File: config.mk
export PLATFORM = sky130hd
export DESIGN_NAME = cr_xp10_decomp_hufd_bank_ctl
export DESIGN_NICKNAME = d
export VERILOG_FILES = /design/src/rtl/cr_xp10_decomp_hufd_bank_ctl_pkg.sv /design/src/rtl/cr_xp10_decomp_hufd_bank_ctl_fifo.sv /design/src/rtl/cr_xp10_decomp_hufd_bank_ctl.sv
export SDC_FILE = /design/constraint.sdc
export NUM_CORES = 1
export LEC_CHECK = 0
export ABC_AREA = 1
export BUFFER_PORTS_ARGS = -buffer_cell sky130_fd_sc_hd__buf_2
export CAP_MARGIN = 20
export CORE_AREA = 2 2 65 67
export CTS_CLUSTER_SIZE = 8
export DETAILED_ROUTE_END_ITERATION = 12
export DIE_AREA = 0 0 67 69
export GPL_TIMING_DRIVEN = 0
export PLACE_DENSITY = 0.79
export SYNTH_ARGS = -nofsm -noshare
export SYNTH_HDL_FRONTEND = slang
export SYNTH_HIERARCHICAL = 1
export SYNTH_SLANG_ARGS = --single-unit
File: constraint.sdc
create_clock -name clk -period 1.75 [get_ports clk]
set_input_delay 0.2625 -clock clk [delete_from_list [all_inputs] [get_ports clk]]
set_output_delay 0.2625 -clock clk [all_outputs]
set_load 0.02 [all_outputs]
File: src/rtl/cr_xp10_decomp_hufd_bank_ctl_pkg.sv
// cr_xp10_decompPKG: shared types for the Huffman decoder bank controller.
package cr_xp10_decompPKG;
  localparam int N_BANKS_DFLT = 2;
  typedef enum logic [1:0] {BANK_FREE, BANK_FILL, BANK_READY, BANK_ACTIVE} bank_state_e;
  typedef enum logic [1:0] {FMT_XP10, FMT_XP9, FMT_DEFLATE, FMT_ZLIB} htf_fmt_e;
  typedef struct packed {
    logic [5:0] blk_id;
    logic       eob;
    logic       last;
  } sched_info_t;
endpackage

File: src/rtl/cr_xp10_decomp_hufd_bank_ctl_fifo.sv
// cr_xp10_decomp_hufd_bank_fifo: small circular FIFO holding bank indices in completion order.
module cr_xp10_decomp_hufd_bank_fifo #(
  parameter int DEPTH = 2,
  parameter int W     = 1
) (
  input  logic         clk,
  input  logic         rst_n,
  input  logic         push,
  input  logic [W-1:0] push_data,
  input  logic         pop,
  output logic [W-1:0] pop_data,
  output logic         empty,
  output logic         full
);
  localparam int PW = DEPTH > 1 ? $clog2(DEPTH) : 1;
  localparam int CW = $clog2(DEPTH + 1);
  logic [W-1:0]  mem_q [DEPTH];
  logic [W-1:0]  mem_d [DEPTH];
  logic [PW-1:0] wr_q, wr_d, rd_q, rd_d;
  logic [CW-1:0] cnt_q, cnt_d;
  logic          push_ok, pop_ok;
  // Depth need not be a power of two, so pointers wrap explicitly.
  function automatic logic [PW-1:0] inc(input logic [PW-1:0] p);
    return (p == PW'(DEPTH - 1)) ? '0 : p + PW'(1);
  endfunction
  assign empty    = (cnt_q == '0);
  assign full     = (cnt_q == CW'(DEPTH));
  assign pop_data = mem_q[rd_q];
  assign push_ok  = push & ~full;
  assign pop_ok   = pop & ~empty;
  always_comb begin
    mem_d = mem_q;
    if (push_ok) mem_d[wr_q] = push_data;
    wr_d  = push_ok ? inc(wr_q) : wr_q;
    rd_d  = pop_ok ? inc(rd_q) : rd_q;
    cnt_d = cnt_q + CW'(push_ok) - CW'(pop_ok);
  end
  always_ff @(posedge clk or negedge rst_n)
    if (!rst_n) begin
      mem_q <= '{default: '0};
      wr_q  <= '0;
      rd_q  <= '0;
      cnt_q <= '0;
    end else begin
      mem_q <= mem_d;
      wr_q  <= wr_d;
      rd_q  <= rd_d;
      cnt_q <= cnt_d;
    end
endmodule

File: src/rtl/cr_xp10_decomp_hufd_bank_ctl.sv
// cr_xp10_decomp_hufd_bank_ctl: hands Huffman table banks from the builder (htf) to the decoder (sdd)
// through FREE -> FILL -> READY -> ACTIVE -> FREE ownership states.
module cr_xp10_decomp_hufd_bank_ctl
  import cr_xp10_decompPKG::*;
#(
  parameter int N_BANKS = N_BANKS_DFLT
) (
  input  logic                       clk,
  input  logic                       rst_n,
  input  logic                       htf_alloc_valid,
  output logic                       htf_alloc_ready,
  output logic [$clog2(N_BANKS)-1:0] htf_alloc_bank,
  input  logic                       htf_complete_valid,
  input  htf_fmt_e                   htf_complete_fmt,
  input  logic                       htf_complete_error,
  input  sched_info_t                htf_complete_sched_info,
  output logic                       sdd_tbl_valid,
  output logic [$clog2(N_BANKS)-1:0] sdd_tbl_bank,
  output htf_fmt_e                   sdd_tbl_fmt,
  output logic                       sdd_tbl_error,
  output sched_info_t                sdd_tbl_sched_info,
  input  logic                       sdd_tbl_ready,
  input  logic                       sdd_release,
  output logic                       sdd_htf_busy,
  output logic                       bank_err_stb,
  output logic                       bank_stall_stb
);
  localparam int BW = $clog2(N_BANKS);
  bank_state_e          st_q [N_BANKS];
  bank_state_e          st_d [N_BANKS];
  htf_fmt_e             fmt_q [N_BANKS];
  htf_fmt_e             fmt_d [N_BANKS];
  sched_info_t          si_q [N_BANKS];
  sched_info_t          si_d [N_BANKS];
  logic [N_BANKS-1:0]   err_q, err_d;
  logic                 busy_q, busy_d;
  logic                 any_free, any_fill, any_active;
  logic [BW-1:0]        free_idx, fill_idx, act_idx, head;
  logic                 fifo_empty, fifo_full;
  logic                 alloc_fire, cmpl_ok, acc_fire, rel_ok;
  // Descending scan so the lowest matching index wins.
  always_comb begin
    any_free   = 1'b0;
    any_fill   = 1'b0;
    any_active = 1'b0;
    free_idx   = '0;
    fill_idx   = '0;
    act_idx    = '0;
    for (int i = N_BANKS - 1; i >= 0; i--) begin
      if (st_q[i] == BANK_FREE) begin any_free = 1'b1; free_idx = BW'(i); end
      if (st_q[i] == BANK_FILL) begin any_fill = 1'b1; fill_idx = BW'(i); end
      if (st_q[i] == BANK_ACTIVE) begin any_active = 1'b1; act_idx = BW'(i); end
    end
  end
  always_comb begin
    htf_alloc_ready    = any_free & ~any_fill;
    htf_alloc_bank     = free_idx;
    sdd_tbl_valid      = ~fifo_empty & ~any_active;
    sdd_tbl_bank       = sdd_tbl_valid ? head : '0;
    sdd_tbl_fmt        = sdd_tbl_valid ? fmt_q[head] : FMT_XP10;
    sdd_tbl_error      = sdd_tbl_valid & err_q[head];
    sdd_tbl_sched_info = sdd_tbl_valid ? si_q[head] : '0;
    sdd_htf_busy       = busy_q;
    bank_err_stb       = (htf_complete_valid & ~any_fill) | (sdd_release & ~any_active);
    bank_stall_stb     = htf_alloc_valid & ~htf_alloc_ready;
    alloc_fire         = htf_alloc_valid & htf_alloc_ready;
    cmpl_ok            = htf_complete_valid & any_fill & ~fifo_full;
    acc_fire           = sdd_tbl_valid & sdd_tbl_ready;
    rel_ok             = sdd_release & any_active;
  end
  always_comb begin
    st_d  = st_q;
    fmt_d = fmt_q;
    si_d  = si_q;
    err_d = err_q;
    if (alloc_fire) st_d[free_idx] = BANK_FILL;
    if (cmpl_ok) begin
      st_d[fill_idx]  = BANK_READY;
      fmt_d[fill_idx] = htf_complete_fmt;
      si_d[fill_idx]  = htf_complete_sched_info;
      err_d[fill_idx] = htf_complete_error;
    end
    if (acc_fire) st_d[head] = BANK_ACTIVE;
    if (rel_ok) st_d[act_idx] = BANK_FREE;
    busy_d = 1'b1;
    for (int i = 0; i < N_BANKS; i++)
      if (st_d[i] == BANK_FREE) busy_d = 1'b0;
  end
  always_ff @(posedge clk or negedge rst_n)
    if (!rst_n) begin
      st_q   <= '{default: BANK_FREE};
      fmt_q  <= '{default: FMT_XP10};
      si_q   <= '{default: '0};
      err_q  <= '0;
      busy_q <= 1'b0;
    end else begin
      st_q   <= st_d;
      fmt_q  <= fmt_d;
      si_q   <= si_d;
      err_q  <= err_d;
      busy_q <= busy_d;
    end
  cr_xp10_decomp_hufd_bank_fifo #(.DEPTH(N_BANKS), .W(BW)) u_fifo (
    .clk       (clk),
    .rst_n     (rst_n),
    .push      (cmpl_ok),
    .push_data (fill_idx),
    .pop       (acc_fire),
    .pop_data  (head),
    .empty     (fifo_empty),
    .full      (fifo_full)
  );
endmodule

---- Yosys cells after proc, flatten, opt, wreduce, memory -nomap -nowiden ----
Index checks and enable logic that the tools add are counted.
word-level totals
  word-level logic and storage cells ...... 134
  flip-flop bits (word level) ............. 33
  output and inout port bits .............. 18
  input bits .............................. 17
cells by class
  multiplexer cells ....................... 49
  eq/ne operators ......................... 5
  bitwise logic cells ..................... 34
  reduce and logical (&&, ||, !) cells .... 11
  order comparisons ....................... 14
  $add $sub $neg .......................... 4
operators by type and width
  operator            count
  $mux 8              5
  $mux 1              21
  $bwmux 16           1
  $mux 2              8
  $mux 4              4
  $and 1x1->1         13
  $ge 2x2->1 const B  6
  $not 1->2           6
  $logic_not 2->1     5
  $lt 2x1->1 const B  5
  $demux 2 s1         4
  $demux 8 s1         1
  $eq 2x2->1 const B  3
  $logic_and 1x1->1   6
  $not 1->1           5
  $and 2x2->2         2
  $and 4x4->4         1
  $bwmux 2            2
  $bwmux 4            1
  $eq 2x1->1 const B  2
  $lt 1x2->1 const B  2
  $not 2->2           2
  $not 4->4           1
  $or 2x2->2          2
  7 further kinds     9

---- Longest topological paths before layout ----
  word-level depth ........................ 20
  mapped depth ............................ 14
  mapped depth without buffers ............ 14

---- Cells and area by module ----
The synthesis kept the hierarchy.
by module, submodules not included
  module                         times used  area an instance (µm²)  cells an instance  seq. area each (µm²)
  cr_xp10_decomp_hufd_bank_ctl   1           1,386.3                 185                675.6
  cr_xp10_decomp_hufd_bank_fifo  1           335.3                   44                 150.1

---- Worst setup path before layout ----
Ideal clock, no wire load.
  path type ............................... reg-to-reg
  start ................................... reg st_q[1] (netlist name)
  end ..................................... reg u_fifo.cnt_q[1]
  required time ........................... 1.634 ns
  buffers on the path ..................... 0
  clock period less this slack ............ 1.721 ns
  path slack .............................. 0.029 ns
  arrival time ............................ 1.605 ns
  cell stages (with the launch flop) ...... 12
  library setup time ...................... 0.116 ns
  path through ............................ dfrtp_1 > inv_2 > nand2_2 > nand2_4 > nand2_1 > nor2_1 > nand2_2 > ha_1 > inv_1 > ha_1 > nand3_1 > nand2_1
on the way
  longest elaborated chain between the ends .. 8
  elaborated cells on any way between the ends .. 15
  classes of those cells .................. 2 x add/sub; 2 x eq/ne; 4 x mux; 7 x bitwise
RTL lines
  what                       line                                     text
  from (decl)                cr_xp10_decomp_hufd_bank_ctl.sv:29       bank_state_e st_q [N_BANKS];
  from (signal assigned)     cr_xp10_decomp_hufd_bank_ctl.sv:97       st_q <= st_d;
  $eq 2x1->1                 cr_xp10_decomp_hufd_bank_ctl.sv:51       if (st_q[i] == BANK_FILL) begin any_fill = 1'b1; fill_idx = BW'(i); end
  $mux 1 (2 in series)       cr_xp10_decomp_hufd_bank_ctl.sv:51
  $and 1x1->1 (2 in series)  cr_xp10_decomp_hufd_bank_ctl.sv:67       cmpl_ok = htf_complete_valid & any_fill & ~fifo_full;
  named net cmpl_ok          cr_xp10_decomp_hufd_bank_ctl.sv:40       logic alloc_fire, cmpl_ok, acc_fire, rel_ok;
  $and 1x1->1                cr_xp10_decomp_hufd_bank_ctl_fifo.sv:29  assign push_ok = push & ~full;
  $add 2x1->2                cr_xp10_decomp_hufd_bank_ctl_fifo.sv:36  cnt_d = cnt_q + CW'(push_ok) - CW'(pop_ok);
  $sub 2x1->2                cr_xp10_decomp_hufd_bank_ctl_fifo.sv:36
  named net u_fifo.cnt_d[1]  cr_xp10_decomp_hufd_bank_ctl_fifo.sv:20  logic [CW-1:0] cnt_q, cnt_d;
  to (signal assigned)       cr_xp10_decomp_hufd_bank_ctl_fifo.sv:48  cnt_q <= cnt_d;
  to (decl)                  cr_xp10_decomp_hufd_bank_ctl_fifo.sv:20
The timed path passes the listed nets, and every way through them passes these cells.
A chain may end at the register's enable or synchronous reset.

==> impl_metrics.py <==
metrics = {
    "synthesis": {
        "avgSynthCellArea_um2": 7.52,
        "seq_area_frac_synth": 0.480,
        "ys_ff_latch": 33,
        "ys_warn_count": 6,
        "synth_area_mm2": 0.00172,
        "synth.net_count": 248,
        "synth.distinct_cells": 21,
        "netlist_instances": 229,
    },
    "route": {
        "ant_nets": 0,
        "firstDrtPassIters": 5,
        "drt-total-wl_mm": 4.00,
        "drt_iter0_drc": 77,
        "routed-via-count": 1616,
        "via_per_inst": 4.84,
        "drc": 0,
        "avgRoutedWirePerCell_um": 12.0,
    },
    "placed_design": {
        "dp_hpwl_mm": 2.58,
        "io_buffers": 34,
        "gp_congestion": 0.846,
        "place_inst": 313,
        "placed_cell_area_mm2": 0.00195,
    },
    "grt": {
        "track_usage": 0.185,
        "grt_pass1_vias": 1593,
        "grt-ovfl-total": 0,
        "antenna_found_initial": 0,
        "grt_max_degree": 34,
        "grt_first_pass_wirelength_mm": 6.65,
    },
    "worst_setup_path": {
        "cp.required_ns": 1.49,
        "path_max_fanout": 10,
        "r2r-start": "st_q[1]$_DFF_PN0_",
        "worst_setup_path_end_kind": "output pin",
        "criticalPathCategory": "reg -> out",
        "worstPathArrival_ns": 1.51,
        "startpoint": "u_fifo/cnt_q[0]$_DFF_PN0_",
        "rr_worst_depth": 12,
        "start_kind": "flip-flop",
        "r2r_slack_ns": -0.01,
        "timing.rr.end": "u_fifo/cnt_q[1]$_DFF_PN0_",
    },
    "timing": {
        "tightestPinTransition_ns": 0.715,
        "finalHoldViolations": 0,
        "rsz0062_at_grt": "true",
        "fin_skew_ns": 0.00646,
        "slew_headroom": 0.523,
        "drv_slew": 0,
        "timing.fmax_ghz": 0.563,
        "finalSetupViolCount": 10,
        "min_period_ns": 1.78,
        "timing.final.ws_setup_ns": -0.0263,
        "fin_crit_sh": 1.02,
    },
    "cells_and_area": {
        "final-instance-count-excl-fill": 334,
        "nNetsFinal": 302,
        "diodes": 0,
        "area_growth_pct": 36.1,
        "num-fill-cells": 366,
        "stdcell_area_mm2": 0.00234,
        "drive_gt1_frac": 0.363,
    },
    "run_status": {
        "outcome": "complete, but fails checks",
        "violations": "setup timing",
    },
    "power_and_ir_drop": {
        "cellInternalPower_mw": 2.56,
        "leakage_nw": 1.26,
        "swShare": 0.456,
        "p_sw_mw": 2.15,
        "p_comb_frac": 0.601,
        "seqPwrFrac": 0.282,
        "peakVddDrop_mv": 0.865,
        "powerDensity_mw_per_mm2": 2010,
        "p_clk_frac": 0.118,
    },
    "floorplanning": {
        "core-area_mm2": 0.00391,
        "die_y_um": 69,
        "num_rows": 23,
        "dieArea_mm2": 0.00462,
        "ios": 35,
        "initial_core_util": 0.440,
        "fp.dieW_um": 67,
    },
    "worst_hold_path": {
        "hp-class": "in -> async",
    },
    "clock_network": {
        "clkTransAtPathRegs_ns": 0.07,
        "cts_buffers": 5,
        "htreeDepth": 2,
        "cts.sinks": 33,
        "cts.path.max_buffers": 2,
        "clockRootBuffer": "clkbuf_8",
        "cts_tree": "done",
        "insertion_delay_ns": 0.29,
    },
    "job": {
        "cap_violations": 0,
    },
}
[area by class of cell]
type / instances / area (um2) / area share
flip-flops and latches: 33 / 826 / 0.352
multi-input cells: 148 / 806 / 0.344
repair buffers: 47 / 334 / 0.143
inverters: 41 / 159 / 0.0678
plain buffers: 7 / 70.1 / 0.0299
clock buffers: 5 / 68.8 / 0.0294
well taps: 50 / 62.6 / 0.0267
clock inverters: 3 / 17.5 / 0.00747
[registers in the layout, indices dropped and copies added, names as in the netlist]
name,flops
err_q,2
fmt_q,4
sdd_htf_busy,1
si_q,16
st_q,4
u_fifo/cnt_q,2
u_fifo/mem_q,2
u_fifo/rd_q,1
u_fifo/wr_q,1
[routing by layer]
metal	vias to the layer above	track usage	routed length (um)
li1	807	-	-
met1	762	0.217	1710
met2	38	0.319	2000
met3	9	0.0473	198
met4	0	0.0635	93
met5	-	0	0
[stage by stage]
stage / total power [mW] / worst slack, ns / utilization / hold slack, ns / setup TNS, ns
after floorplan: 2.86 / 0.0290 / - / -0.0331 / 0
after global placement: 3.34 / -0.0881 / 0.499 / 0.352 / -0.297
after detailed placement: 3.41 / -0.120 / 0.499 / 0.359 / -0.651
after CTS: 4.45 / -0.0476 / 0.568 / 0.0379 / -0.350
after global routing: 5.11 / -0.134 / 0.599 / 0.0710 / -1.33
final: 4.71 / -0.0263 / 0.599 / 0.0191 / -0.107
[critical path, cell delays in order (launching register included)]
cell and delay, ns:
dfrtp_1 0.35, inv_1 0.07, nand2_2 0.10, inv_1 0.07, nor2_4 0.13, inv_4 0.08, buf_12 0.16, a21oi_4 0.13
buf_6 0.13
[cells by family after synthesis]
group           Yosys count  share of synthesized area
flops                    33                      0.480
buf+inv                  48                      0.108
fa+ha+maj                 2                     0.0145
simple gates            111                      0.295
compound gates           35                      0.102
[power groups by stage]
stage	Sequential (mW)	Clock [mW]	Combinational [mW]
3_5_place_dp	1.34	0	2.07
4_1_cts	1.31	0.575	2.56
3_3_place_gp	1.32	0	2.02
2_1_floorplan	1.30	0	1.55
5_1_grt	1.37	0.610	3.13
6_report	1.33	0.554	2.83
[cell usage after synthesis]
cell,count,area [um2]
nor2_2,1,6.26
nand2_4,1,11.3
inv_1,36,135
o22ai_1,1,6.26
inv_2,5,18.8
nand3_1,7,35.0
nand2_2,9,56.3
o21ai_1,17,85.1
o21ai_0,6,30.0
nor3_1,1,5.00
nand4_1,2,12.5
nand2_1,81,304
buf_2,4,20.0
a21oi_1,11,55.1
dfrtp_1,33,826
clkbuf_1,2,7.51
ha_1,2,25.0
nor2_1,3,11.3
nand3_2,1,10.0
nor2_4,5,56.3
clkbuf_2,1,5.00
[worst max-delay path by stage]
stage	to	cells after the start
after floorplan	u_fifo/cnt_q[1]$_DFF_PN0_	11
after global placement	u_fifo/cnt_q[1]$_DFF_PN0_	12
after detailed placement	u_fifo/cnt_q[1]$_DFF_PN0_	12
after CTS	sdd_tbl_fmt[0]	7
after global routing	u_fifo/cnt_q[1]$_DFF_PN0_	11
final	sdd_tbl_sched_info[1]	8
[placed cells by master, fill, tap and decap left out]
| cell | instances |
|---|---|
| a21oi_2 | 7 |
| clkinv_2 | 2 |
| buf_12 | 1 |
| buf_4 | 19 |
| nand4_1 | 2 |
| inv_4 | 2 |
| buf_2 | 25 |
| nor2_2 | 1 |
| inv_1 | 34 |
| clkbuf_2 | 1 |
| ha_1 | 1 |
| clkbuf_16 | 1 |
| nand2_4 | 2 |
| dfrtp_1 | 33 |
| ha_2 | 1 |
| nor2_4 | 6 |
| nand3_1 | 7 |
| buf_6 | 5 |
| clkbuf_8 | 5 |
| o22ai_1 | 1 |
| o21ai_0 | 5 |
| inv_2 | 5 |
| nor2_1 | 2 |
| nor3_1 | 1 |
| o21ai_1 | 18 |
| a21oi_4 | 4 |
| buf_8 | 2 |
| clkinvlp_4 | 1 |
| nand3_2 | 1 |
| nand2_2 | 12 |
| nand2_1 | 77 |
[repair_timing]
item,4_1_cts,5_1_grt
cloned,1,1
pin swaps,2,5
setup buffers,7,4
hold buffers,0,0
endpoints found under the setup margin,13,14
resized for setup,38,20
(Power assumes the default switching activity.)
